===== src/rtl/hazard_scoreboard.sv =====
// RAW hazard scoreboard for an in-order pipeline that has no forwarding.
// It tracks the destinations of instructions in EX..WB and stalls ID on a source match.
module hazard_scoreboard #(
  parameter int DEPTH     = 3,
  parameter int REG_BITS  = 3,
  parameter int WB_BYPASS = 1,
  parameter int CNT_W     = 16
) (
  input  logic                clk,
  input  logic                rst,
  input  logic                id_valid,
  input  logic                flush,
  input  logic [REG_BITS-1:0] Rs,
  input  logic                RsV,
  input  logic [REG_BITS-1:0] Rt,
  input  logic                RtV,
  input  logic [REG_BITS-1:0] Rd,
  input  logic                RdV,
  output logic                stall,
  output logic [REG_BITS-1:0] ex_dest,
  output logic                ex_dest_v,
  output logic [CNT_W-1:0]    stall_cnt
);

  // The regfile writes before it reads, so the WB entry is excluded from the compare when bypassing.
  localparam int NCMP = (WB_BYPASS != 0) ? DEPTH - 1 : DEPTH;

  logic [DEPTH-1:0]    sb_v_q;
  logic [REG_BITS-1:0] sb_r_q [DEPTH];
  logic [CNT_W-1:0]    cnt_q, cnt_d;
  logic                entry0_v_d;
  logic                hit_s, hit_t;

  always_comb begin
    hit_s = 1'b0;
    hit_t = 1'b0;
    for (int i = 0; i < NCMP; i++) begin
      if (sb_v_q[i] && (sb_r_q[i] == Rs)) hit_s = 1'b1;
      if (sb_v_q[i] && (sb_r_q[i] == Rt)) hit_t = 1'b1;
    end
    hit_s = hit_s & RsV;
    hit_t = hit_t & RtV;
  end

  assign stall = id_valid & ~flush & (hit_s | hit_t);

  always_comb begin
    entry0_v_d = id_valid & RdV & ~stall & ~flush;
    cnt_d      = cnt_q;
    if (stall && (cnt_q != {CNT_W{1'b1}})) cnt_d = cnt_q + CNT_W'(1);
  end

  always_ff @(posedge clk) begin
    if (rst) begin
      sb_v_q <= '0;
      for (int i = 0; i < DEPTH; i++) sb_r_q[i] <= '0;
      cnt_q  <= '0;
    end else begin
      for (int i = 1; i < DEPTH; i++) begin
        sb_v_q[i] <= sb_v_q[i-1];
        sb_r_q[i] <= sb_r_q[i-1];
      end
      // Entry 0 register ID is loaded even for bubbles; only the valid bit matters.
      sb_v_q[0] <= entry0_v_d;
      sb_r_q[0] <= Rd;
      cnt_q     <= cnt_d;
    end
  end

  assign ex_dest   = sb_r_q[0];
  assign ex_dest_v = sb_v_q[0];
  assign stall_cnt = cnt_q;

endmodule


===== config.mk =====
export PLATFORM = sky130hd
export DESIGN_NAME = hazard_scoreboard
export DESIGN_NICKNAME = d
export VERILOG_FILES = /design/src/rtl/hazard_scoreboard.sv
export SDC_FILE = /design/constraint.sdc
export NUM_CORES = 1
export LEC_CHECK = 0
export BUFFER_PORTS_ARGS = -buffer_cell sky130_fd_sc_hd__buf_2
export CAP_MARGIN = 20
export CELL_PAD_IN_SITES_DETAIL_PLACEMENT = 1
export CELL_PAD_IN_SITES_GLOBAL_PLACEMENT = 1
export CORE_MARGIN = 1
export CORE_UTILIZATION = 30
export CTS_CLUSTER_SIZE = 28
export DETAILED_ROUTE_END_ITERATION = 16
export GPL_TIMING_DRIVEN = 0
export PLACE_DENSITY_LB_ADDON = 0.1
export SLEW_MARGIN = 40
export SYNTH_ARGS = -nofsm -noshare
export SYNTH_HDL_FRONTEND = slang
export SYNTH_SLANG_ARGS = --single-unit

===== constraint.sdc =====
create_clock -name clk -period 2.6 [get_ports clk]
set_input_delay 0.13 -clock clk [delete_from_list [all_inputs] [get_ports clk]]
set_output_delay 0.13 -clock clk [all_outputs]
set_load 0.02 [all_outputs]

-- After elaboration in Yosys (flattened, before gate mapping)
Memory sizes are Yosys's and may differ from the RTL's.
Cells that the tools add are included.
- reductions and logical operators: 5
- add/sub/neg operators: 1
- equality and inequality tests: 5
- bitwise gates (word level): 13
- mux-type cells: 10
- operators with widths (kind ; count):
    $add 16x1->16 const B ; 1
    $ne 16x16->1 const B ; 1
    $eq 3x3->1 ; 4
    $mux 3 ; 3
    $and 1x1->1 ; 7
    $mux 1 ; 7
    $logic_and 1x1->1 ; 5
    $or 1x1->1 ; 4
    $not 1->1 ; 2
- memories kept: 1
- RAM bits: 9
- bits in registers: 18
- memory list (name ; depth ; bits a word ; rd ports ; clocked after memory_dff ; wr ports ; RTL line ; text):
    sb_r_q ; 3 ; 3 ; 2 ; 0 ; 3 ; 29 ; logic [REG_BITS-1:0] sb_r_q [DEPTH];

-- Longest topological paths before layout
- depth in word-level cells: 10
- mapped depth: 9
- mapped depth without buffers: 7

-- Worst setup path before layout
Ideal clock, no wire load.
- path type: register to register
- start: reg cnt_q[0] (netlist: stall_cnt[0])
- end: reg cnt_q[1] (netlist: stall_cnt[1])
- setup time: 0.128 ns
- clock period less this slack: 2.091 ns
- slack: 0.509 ns
- cell stages (with the launch flop): 10
- buffers on the path: 2
- data arrival time: 1.963 ns
- path through: dfxtp_1 -> ha_1 -> nand3_2 -> or3_1 -> buf_2 -> nor2_1 -> o21bai_2 -> buf_6 -> mux2i_1 -> nor2_1
- longest elaborated chain between the ends: 2
- RTL lines (what ; RTL line ; text):
    start, declared ; 30 ; logic [CNT_W-1:0] cnt_q, cnt_d;
    start signal, assigned ; 66 ; cnt_q <= cnt_d;
    parallel branches: the longest is 2 deep, another holds $add 16x1->16 ; - ;
Parallel ways; which one is timed is not known.
A chain may end at the register's enable or synchronous reset.

-- Worst setup path in the final report
Ends and elaborated chain as after synthesis.

==> impl_metrics.py <==
metrics = {
    "cts": {
        "clkSinkCount": 24,
        "cts_buffers": 3,
        "ctsHoldBuffers": 0,
        "insertion_delay_ns": 0.27,
        "clkSlewWorstSetupHoldPaths_ns": 0.09,
        "htreeDepth": 1,
        "ctsResizeCount": 0,
        "cts_tree": "yes",
        "cts_buffer_depth": 2,
        "root_buffer": "clkbuf_8",
        "post-cts-setup-buffers": 0,
    },
    "detailed_routing": {
        "ant_nets": 0,
        "wl_met1_mm": 1.427,
        "wl_per_cell_microns": 13.75,
        "top_layer_used": "met4",
        "routed_wl_mm": 3.121,
        "drc_errors": 0,
        "wl_met3_microns": 121,
        "via_count": 1155,
        "wl_met2_mm": 1.550,
        "drt_iter0_markers": 35,
        "drt-vias-per-instance": 5.088,
        "dr.pass1.iters": 4,
    },
    "placed_design": {
        "gp_congestion": 0.8072,
        "dp_slack_ns": 0.3117,
        "portBuffers": 35,
        "place_area_sq_mm": 0.001463,
        "hpwl_mm": 2.404,
    },
    "timing": {
        "whs_ns": 0.05678,
        "maxSlewViolCount": 0,
        "worst_slew_margin_rel_pct": 57.00,
        "period_share_pct": 87.58,
        "period_minus_slack_ns": 2.277,
        "fmax_ghz": 0.4392,
        "clock_skew_ns": 0.008923,
        "rsz0062_at_grt": "false",
        "fin_tns_setup_ns": 0,
        "setup_viol_count_final": 0,
        "worst_slack_ns": 0.3230,
        "tightest_slew_ns": 0.6443,
        "hold_violations": 0,
    },
    "floorplan": {
        "die_h_microns": 65.97,
        "core_sq_mm": 0.003799,
        "ios": 37,
        "die_w_microns": 65.97,
        "die_area_sq_mm": 0.004351,
        "rows": 22,
        "start_util_pct": 32.31,
    },
    "grt": {
        "overflow": 0,
        "grt_antenna_before_repair": 0,
        "grt_max_degree": 14,
        "grt_usage_pct": 15.54,
        "grt_pass1_vias": 1165,
        "grt_pass1_wl_mm": 5.230,
    },
    "worst_setup_path": {
        "crit_path_end_kind": "register",
        "crit_type": "reg2reg",
        "critPathRequiredTime_ns": 2.73,
        "cp.arrival_ns": 2.41,
        "worstSetupStartpointType": "register",
        "cp_max_fo": 10,
    },
    "synthesis": {
        "synth_top_area_cell": "dfxtp_1",
        "synthCells": 140,
        "ys_top_cells_by_area": "dfxtp_1 (39%), xnor2_1 (8.6%), or4_1 (6.1%)",
        "synthesis.area_sq_mm": 0.001227,
        "ys_ff_latch": 24,
        "synth_top_area_share_pct": 39.14,
        "yosysUniqueCellTypes": 30,
        "syn_nets": 157,
        "avgSynthCellArea_sq_um": 8.767,
        "synth_warnings": 0,
        "synth-seq-area-share_pct": 39.14,
    },
    "worst_hold_path": {
        "holdCritPathClass": "in2reg",
    },
    "layout": {
        "final_cell_area_sq_mm": 0.001518,
        "utilization_pct": 39.95,
        "synthToLayoutAreaGrowth_pct": 23.65,
        "drive_gt1_share_pct": 27.37,
        "nets": 197,
        "antenna_cells": 0,
    },
    "power_and_ir_drop": {
        "power_density_mw_per_mm2": 454.0,
        "vdd_ir_drop_max_uv": 245.1,
        "cellLeakagePower_nw": 0.6023,
    },
    "run": {
        "maxCapViolations": 0,
    },
    "outcome": {
        "status": "finished clean",
    },
}
-- logic make-up after synthesis --
| group | count (synthesis) | synth area share, % |
|---|---|---|
| adder cells (fa/ha/maj) | 1 | 1.019 |
| AO/OA/AOI/OAI | 29 | 15.19 |
| flip-flops | 24 | 39.14 |
| XOR/XNOR | 13 | 9.276 |
| AND/OR/NAND/NOR | 59 | 27.73 |
| buffers and inverters | 12 | 5.912 |
| multiplexers | 2 | 1.733 |
-- sequential cells by signal (all words and copies together) (netlist names) --
name and flops:
stall_cnt 16, sb_r_q 6, sb_v_q 2
-- cell usage after synthesis, drive strengths merged --
master and number:
and4 2, dfxtp 24, a221oi 1, o21ai 5, buf 6, nand3 4, xor2 1, o31ai 8
ha 1, nor2 6, nand2b 1, or4 10, and3 1, mux2 1, or3 4, nor2b 11
clkbuf 3, o2111ai 1, nand2 13, xnor2 12, mux2i 1, nand4 6, a21oi 13, o21bai 1
nand3b 1, inv 3
-- critical path, cell delays in order, from the launching register on --
cell	delay, ns
dfxtp_1	0.42
ha_1	0.22
nand3_2	0.14
or3_1	0.39
buf_2	0.17
nor2_1	0.10
o21bai_2	0.23
buf_6	0.21
mux2i_1	0.21
nor2_1	0.06
-- final cells by class --
cell class                      count  area [sq um]
Buffer                              9         61.31
Clock buffer                        4         55.05
Fill cell                         467          2281
Inverter                            3         11.26
Multi-Input combinational cell    104         674.4
Sequential cell                    24         480.5
Tap cell                           48         60.06
Timing Repair Buffer               35         175.2
-- cell usage in the layout, fill, tap and decap left out, drive strengths merged --
cell,instances
buf,41
dfxtp,24
nand2,13
a21oi,13
xnor2,12
nor2b,11
or4,10
o31ai,8
clkbuf,7
nand4,6
nor2,6
o21ai,5
or3,4
nand3,4
inv,3
and4,2
nand2b,1
o21bai,1
mux2,1
mux2i,1
xor2,1
nand3b,1
a221oi,1
and3,1
o2111ai,1
ha,1
-- where the power goes --
group	leakage (nW)	total (mW)	switching, mW	internal, mW
registers	0.195	0.378	0.00583	0.372
clock network	0.0288	0.255	0.120	0.135
logic	0.379	0.0557	0.0272	0.0285
-- metrics by stage --
stage,power (mW),cells
3_5_place_dp,0.4443,223
5_1_grt,0.7186,227
2_1_floorplan,0.4197,140
4_1_cts,0.7008,227
3_3_place_gp,0.4414,223
6_report,0.6891,227
-- path summary, 6_finish.rpt --
path | depth (start not counted) | end | start | slack (ns)
max | 9 | stall_cnt[1] | stall_cnt[0] | 0.32
min | 2 | sb_v_q[0] | RtV | 0.06
max reg2reg | 9 | stall_cnt[1] | stall_cnt[0] | 0.32
min reg2reg | 2 | stall_cnt[15] | stall_cnt[15] | 0.51
-- routing by layer --
metal | vias up | GRT usage (%)
li1 | 579 | -
met1 | 553 | 18.81
met2 | 21 | 27.55
met3 | 2 | 3.793
met4 | 0 | 3.191
met5 | - | 0
No activity file was read; power rests on OpenSTA's default activity.
